<file path="src/rtl/bus_arbiter_pkg.sv">
// bus_arbiter_pkg: shared widths, owner encodings and active-low grant levels for the bus arbiter
package bus_arbiter_pkg;
  localparam int BUS_OWNER_W = 2;
  localparam int BUS_ARB_HOLD_W = 8;
  typedef logic [BUS_OWNER_W-1:0] owner_t;
  localparam owner_t BUS_OWNER_MASTER_0 = 2'h0;
  localparam owner_t BUS_OWNER_MASTER_1 = 2'h1;
  localparam owner_t BUS_OWNER_MASTER_2 = 2'h2;
  localparam owner_t BUS_OWNER_MASTER_3 = 2'h3;
  localparam logic ENABLE_ = 1'b0;
  localparam logic DISABLE_ = 1'b1;
endpackage

</file>
<file path="src/rtl/bus_arb_rr_pick.sv">
// bus_arb_rr_pick: keeps a requesting owner, else picks the first requester from owner+1 round-robin
module bus_arb_rr_pick
  import bus_arbiter_pkg::*;
(
  input  owner_t     owner,
  input  logic [3:0] req,
  output owner_t     next_owner,
  output logic       found
);
  always_comb begin
    next_owner = owner;
    found = req[owner];
    for (int i = 1; i < 4; i++) begin
      if (!found && req[owner + 2'(i)]) begin
        found = 1'b1;
        next_owner = owner + 2'(i);
      end
    end
  end
endmodule

</file>
<file path="src/rtl/bus_arbiter.sv">
// bus_arbiter: four-master round-robin arbiter with registered owner; BUS_ARB_TIMEOUT_EN adds a MAX_HOLD limit
module bus_arbiter
  import bus_arbiter_pkg::*;
#(
  parameter int MAX_HOLD = 16
) (
  input  logic         clk,
  input  logic         reset_,
  input  logic         m0_req_,
  input  logic         m1_req_,
  input  logic         m2_req_,
  input  logic         m3_req_,
  output logic         m0_grnt_,
  output logic         m1_grnt_,
  output logic         m2_grnt_,
  output logic         m3_grnt_,
  output logic [BUS_OWNER_W-1:0] bus_owner
);
  owner_t owner_q, owner_d, pick_owner;
  logic [3:0] req, pick_req;
  logic found;
  if (MAX_HOLD < 2 || MAX_HOLD > 255) begin : g_bad_hold
    $error("MAX_HOLD out of range 2..255");
  end
  assign req = ~{m3_req_, m2_req_, m1_req_, m0_req_};
`ifdef BUS_ARB_TIMEOUT_EN
  logic [BUS_ARB_HOLD_W-1:0] hold_q, hold_d;
  logic compete, force_rot;
  always_comb begin
    compete = |(req & ~(4'b1 << owner_q));
    force_rot = compete && hold_q == BUS_ARB_HOLD_W'(MAX_HOLD - 1);
    // masking the owner's own request makes the search rotate past it
    pick_req = force_rot ? req & ~(4'b1 << owner_q) : req;
    hold_d = (!compete || owner_d != owner_q) ? '0 : (&hold_q ? hold_q : hold_q + 1'b1);
  end
  always_ff @(posedge clk or negedge reset_)
    if (!reset_) hold_q <= '0;
    else hold_q <= hold_d;
`else
  assign pick_req = req;
`endif
  bus_arb_rr_pick u_pick (.owner(owner_q), .req(pick_req), .next_owner(pick_owner), .found(found));
  always_ff @(posedge clk or negedge reset_)
    if (!reset_) owner_q <= BUS_OWNER_MASTER_0;
    else owner_q <= owner_d;
  always_comb owner_d = found ? pick_owner : owner_q;
  always_comb begin
    m0_grnt_ = owner_q == BUS_OWNER_MASTER_0 ? ENABLE_ : DISABLE_;
    m1_grnt_ = owner_q == BUS_OWNER_MASTER_1 ? ENABLE_ : DISABLE_;
    m2_grnt_ = owner_q == BUS_OWNER_MASTER_2 ? ENABLE_ : DISABLE_;
    m3_grnt_ = owner_q == BUS_OWNER_MASTER_3 ? ENABLE_ : DISABLE_;
    bus_owner = owner_q;
  end
endmodule

</file>
<file path="config.mk">
export PLATFORM = sky130hd
export DESIGN_NAME = bus_arbiter
export DESIGN_NICKNAME = d
export VERILOG_FILES = /design/src/rtl/bus_arbiter_pkg.sv /design/src/rtl/bus_arb_rr_pick.sv /design/src/rtl/bus_arbiter.sv
export SDC_FILE = /design/constraint.sdc
export NUM_CORES = 1
export LEC_CHECK = 0
export ABC_AREA = 1
export ABC_CLOCK_PERIOD_IN_PS = 3000
export CORE_AREA = 5 5 42 44
export CTS_BUF_LIST = sky130_fd_sc_hd__clkbuf_4 sky130_fd_sc_hd__clkbuf_8
export DETAILED_ROUTE_END_ITERATION = 8
export DIE_AREA = 0 0 47 49
export PLACE_DENSITY = 0.55
export SYNTH_ARGS = -nofsm -noshare
export SYNTH_HDL_FRONTEND = slang
export SYNTH_SLANG_ARGS = --single-unit
</file>
<file path="constraint.sdc">
create_clock -name clk -period 3 [get_ports clk]
set_input_delay 0.3 -clock clk [delete_from_list [all_inputs] [get_ports clk]]
set_output_delay 0.3 -clock clk [all_outputs]
set_load 0.01 [all_outputs]
</file>
==> reports/qor.yml <==
final_layout:
  syn2layout_area_growth_pct: 41.1
  nNetsFinal: 92
  layout-drive-gt1-share_pct: 11.3
  stdcell_area_um2: 524
  diodes: 0
  largest_reg_flops: 2
synthesis:
  synth_simple_gate_area_share_pct: 60.9
  yosysWarnings: 0
  yosysMostFrequentCell: "nand2_1"
  synth_seq_cells: 2
  synth_cell_types: 13
  ys.flop_type: "dfrtp_1"
  synth_fa_ha_area_share_pct: 13.5
  synth_nets: 76
  synthesis.area_um2: 372
  ys_top_cells_by_area: "nand2_1 28%, nand3_1 16%, dfrtp_1 13%"
  synth_top_family_by_area: "simple AND/OR/NAND/NOR gates"
  synthMuxAreaShare_pct: 0
  synth_compound_area_share_pct: 0
  synth_top_area_cell: "nand2_1"
  synth_top_area_share_pct: 28.3
  async_flop_share_pct: 100
  ys_top_cells_by_count: "28 x nand2_1, 12 x nand3_1, 11 x inv_1"
  avgSynthCellArea_um2: 5.63
  synth_cells: 66
  synth-edff-count: 0
  seq_area_frac_synth_pct: 13.5
  synthXorXnorAreaFrac_pct: 0
pwr:
  vdd_drop_max_v: 0.000352
  fin_total_pwr_uw: 614
  p_leak_nw: 0.309
  power_density_nw_per_um2: 1170
timing:
  slew_headroom_pct: 78.7
  min_period_ps: 2010
  rsz0062_at_grt: "false"
  tightest_slew_ps: 319
  drv_slew: 0
  setup_viol: 0
  fin_crit_sh_pct: 66.9
  tns_ps: 0
  fmax_mhz: 498
  holdWs_ps: 238
  fin_skew_ps: 4.40
  final_hold_viol_count: 0
worst_setup_path:
  reg2reg_from: "bus_owner[0]"
  rr_endpoint: "bus_owner[1]"
  ff2ff_path_depth: 11
  max_stage_delay_ps: 520
  cp_max_fo: 10
  crit_arrival_ps: 1710
  path_cells: "inv_2, ha_1, inv_1, clkdlybuf4s50_1"
  critPathSlowestCell: "dfrtp_1"
  worst_setup_path_start_kind: "flop"
  reg2reg_slack_ps: 1110
  worstPathRequired_ps: 2700
  criticalPathCategory: "reg -> out"
  worst_setup_path_end_kind: "output pin"
route:
  drt_iter0_drc: 8
  drt_first_pass_iters: 4
  drc: 0
  wl_per_cell_um: 9.10
  vias: 410
  via_per_inst: 4.27
  ant_nets: 0
  wirelength_um: 874
clock_network:
  cts_buffers: 3
  cts.sinks: 2
  cts_resized: 0
  cts_tree: "yes"
  clock_latency_ps: 220
  h-tree-depth: 1
  cts.clk_slew.worst_paths_ps: 30
  cts_hold_buf: 0
  root_buffer: "clkbuf_4"
  post_cts_buffers: 0
  cts_buffer_depth: 2
hold_path:
  min_path_type: "in -> async"
place:
  dpl_cell_area_um2: 502
  portBuffers: 11
  place.gp.congestion: 0.860
  hpwl_um: 716
die:
  die_area_um2: 2300
  start_util_pct: 26.5
  rows: 14
  die_h_um: 49
  io_pins: 12
  fp.dieW_um: 47
  core_um2: 1400
grt:
  grt_pass1_wl_um: 1350
  antenna_found_initial: 0
  gr-usage-all-layers_pct: 7.67
  grt.overflow.total: 0
  grt_pass1_vias: 352
  grt_max_degree: 11
job:
  max-cap-violations: 0
outcome:
  status: "complete, no violations"
## cells by family after synthesis
group | count (synthesis)
AND/OR/NAND/NOR | 48
buffers and inverters | 12
adder cells (fa/ha/maj) | 4
flip-flops | 2
## critical path, delay by kind of cell (launching register included)
| kind | cells | cell delay, ps |
|---|---|---|
| buffers and inverters | 3 | 730 |
| DFF | 1 | 520 |
| adders and majority gates | 1 | 230 |
## through the flow
stage / worst slack [ps] / instances / utilization, %
4_1_cts: 967 / 96 / 37.4
5_1_grt: 905 / 96 / 37.4
2_1_floorplan: 1270 / 66 / -
3_3_place_gp: 1150 / 93 / 35.8
3_5_place_dp: 1120 / 93 / 35.8
6_report: 992 / 96 / 37.4
## layout make-up
cell class	instances	area [µm²]
inverters	12	45.0
repair buffers	11	110
flip-flops and latches	2	50.0
multi-input cells	52	277
fillers	169	877
clock buffers	3	22.5
well taps	16	20.0
## worst max path at each step
stage | slack (ps) | startpoint | depth (start not counted) | end
floorplan | 1270 | bus_owner[0] | 11 | bus_owner[1]
global placement | 1150 | bus_owner[0] | 11 | bus_owner[1]
detailed placement | 1120 | bus_owner[0] | 11 | bus_owner[1]
CTS | 970 | bus_owner[0] | 4 | m0_grnt_
global route | 910 | bus_owner[0] | 4 | m2_grnt_
finish | 990 | bus_owner[0] | 4 | m0_grnt_
## power by group
group	switching [mW]	internal [mW]
Combinational	0.275	0.204
Sequential	0.0330	0.0422
Clock	0.0155	0.0442
## placed cells by master, fill, tap and decap left out, drive strengths merged
| cell type | count |
|---|---|
| clkbuf | 3 |
| clkdlybuf4s50 | 11 |
| dfrtp | 2 |
| ha | 4 |
| inv | 12 |
| nand2 | 30 |
| nand3 | 13 |
| nand3b | 1 |
| nand4 | 2 |
| nor2 | 2 |
## layer usage
| layer | vias up | global-route usage (%) | routed length, µm |
|---|---|---|---|
| met5 | - | 0 | 0 |
| met4 | 0 | 2.76 | 0 |
| met3 | 0 | 1.85 | 33 |
| met2 | 4 | 11.1 | 399 |
| met1 | 171 | 10.7 | 441 |
| li1 | 235 | - | - |
(Power assumes the default switching activity.)
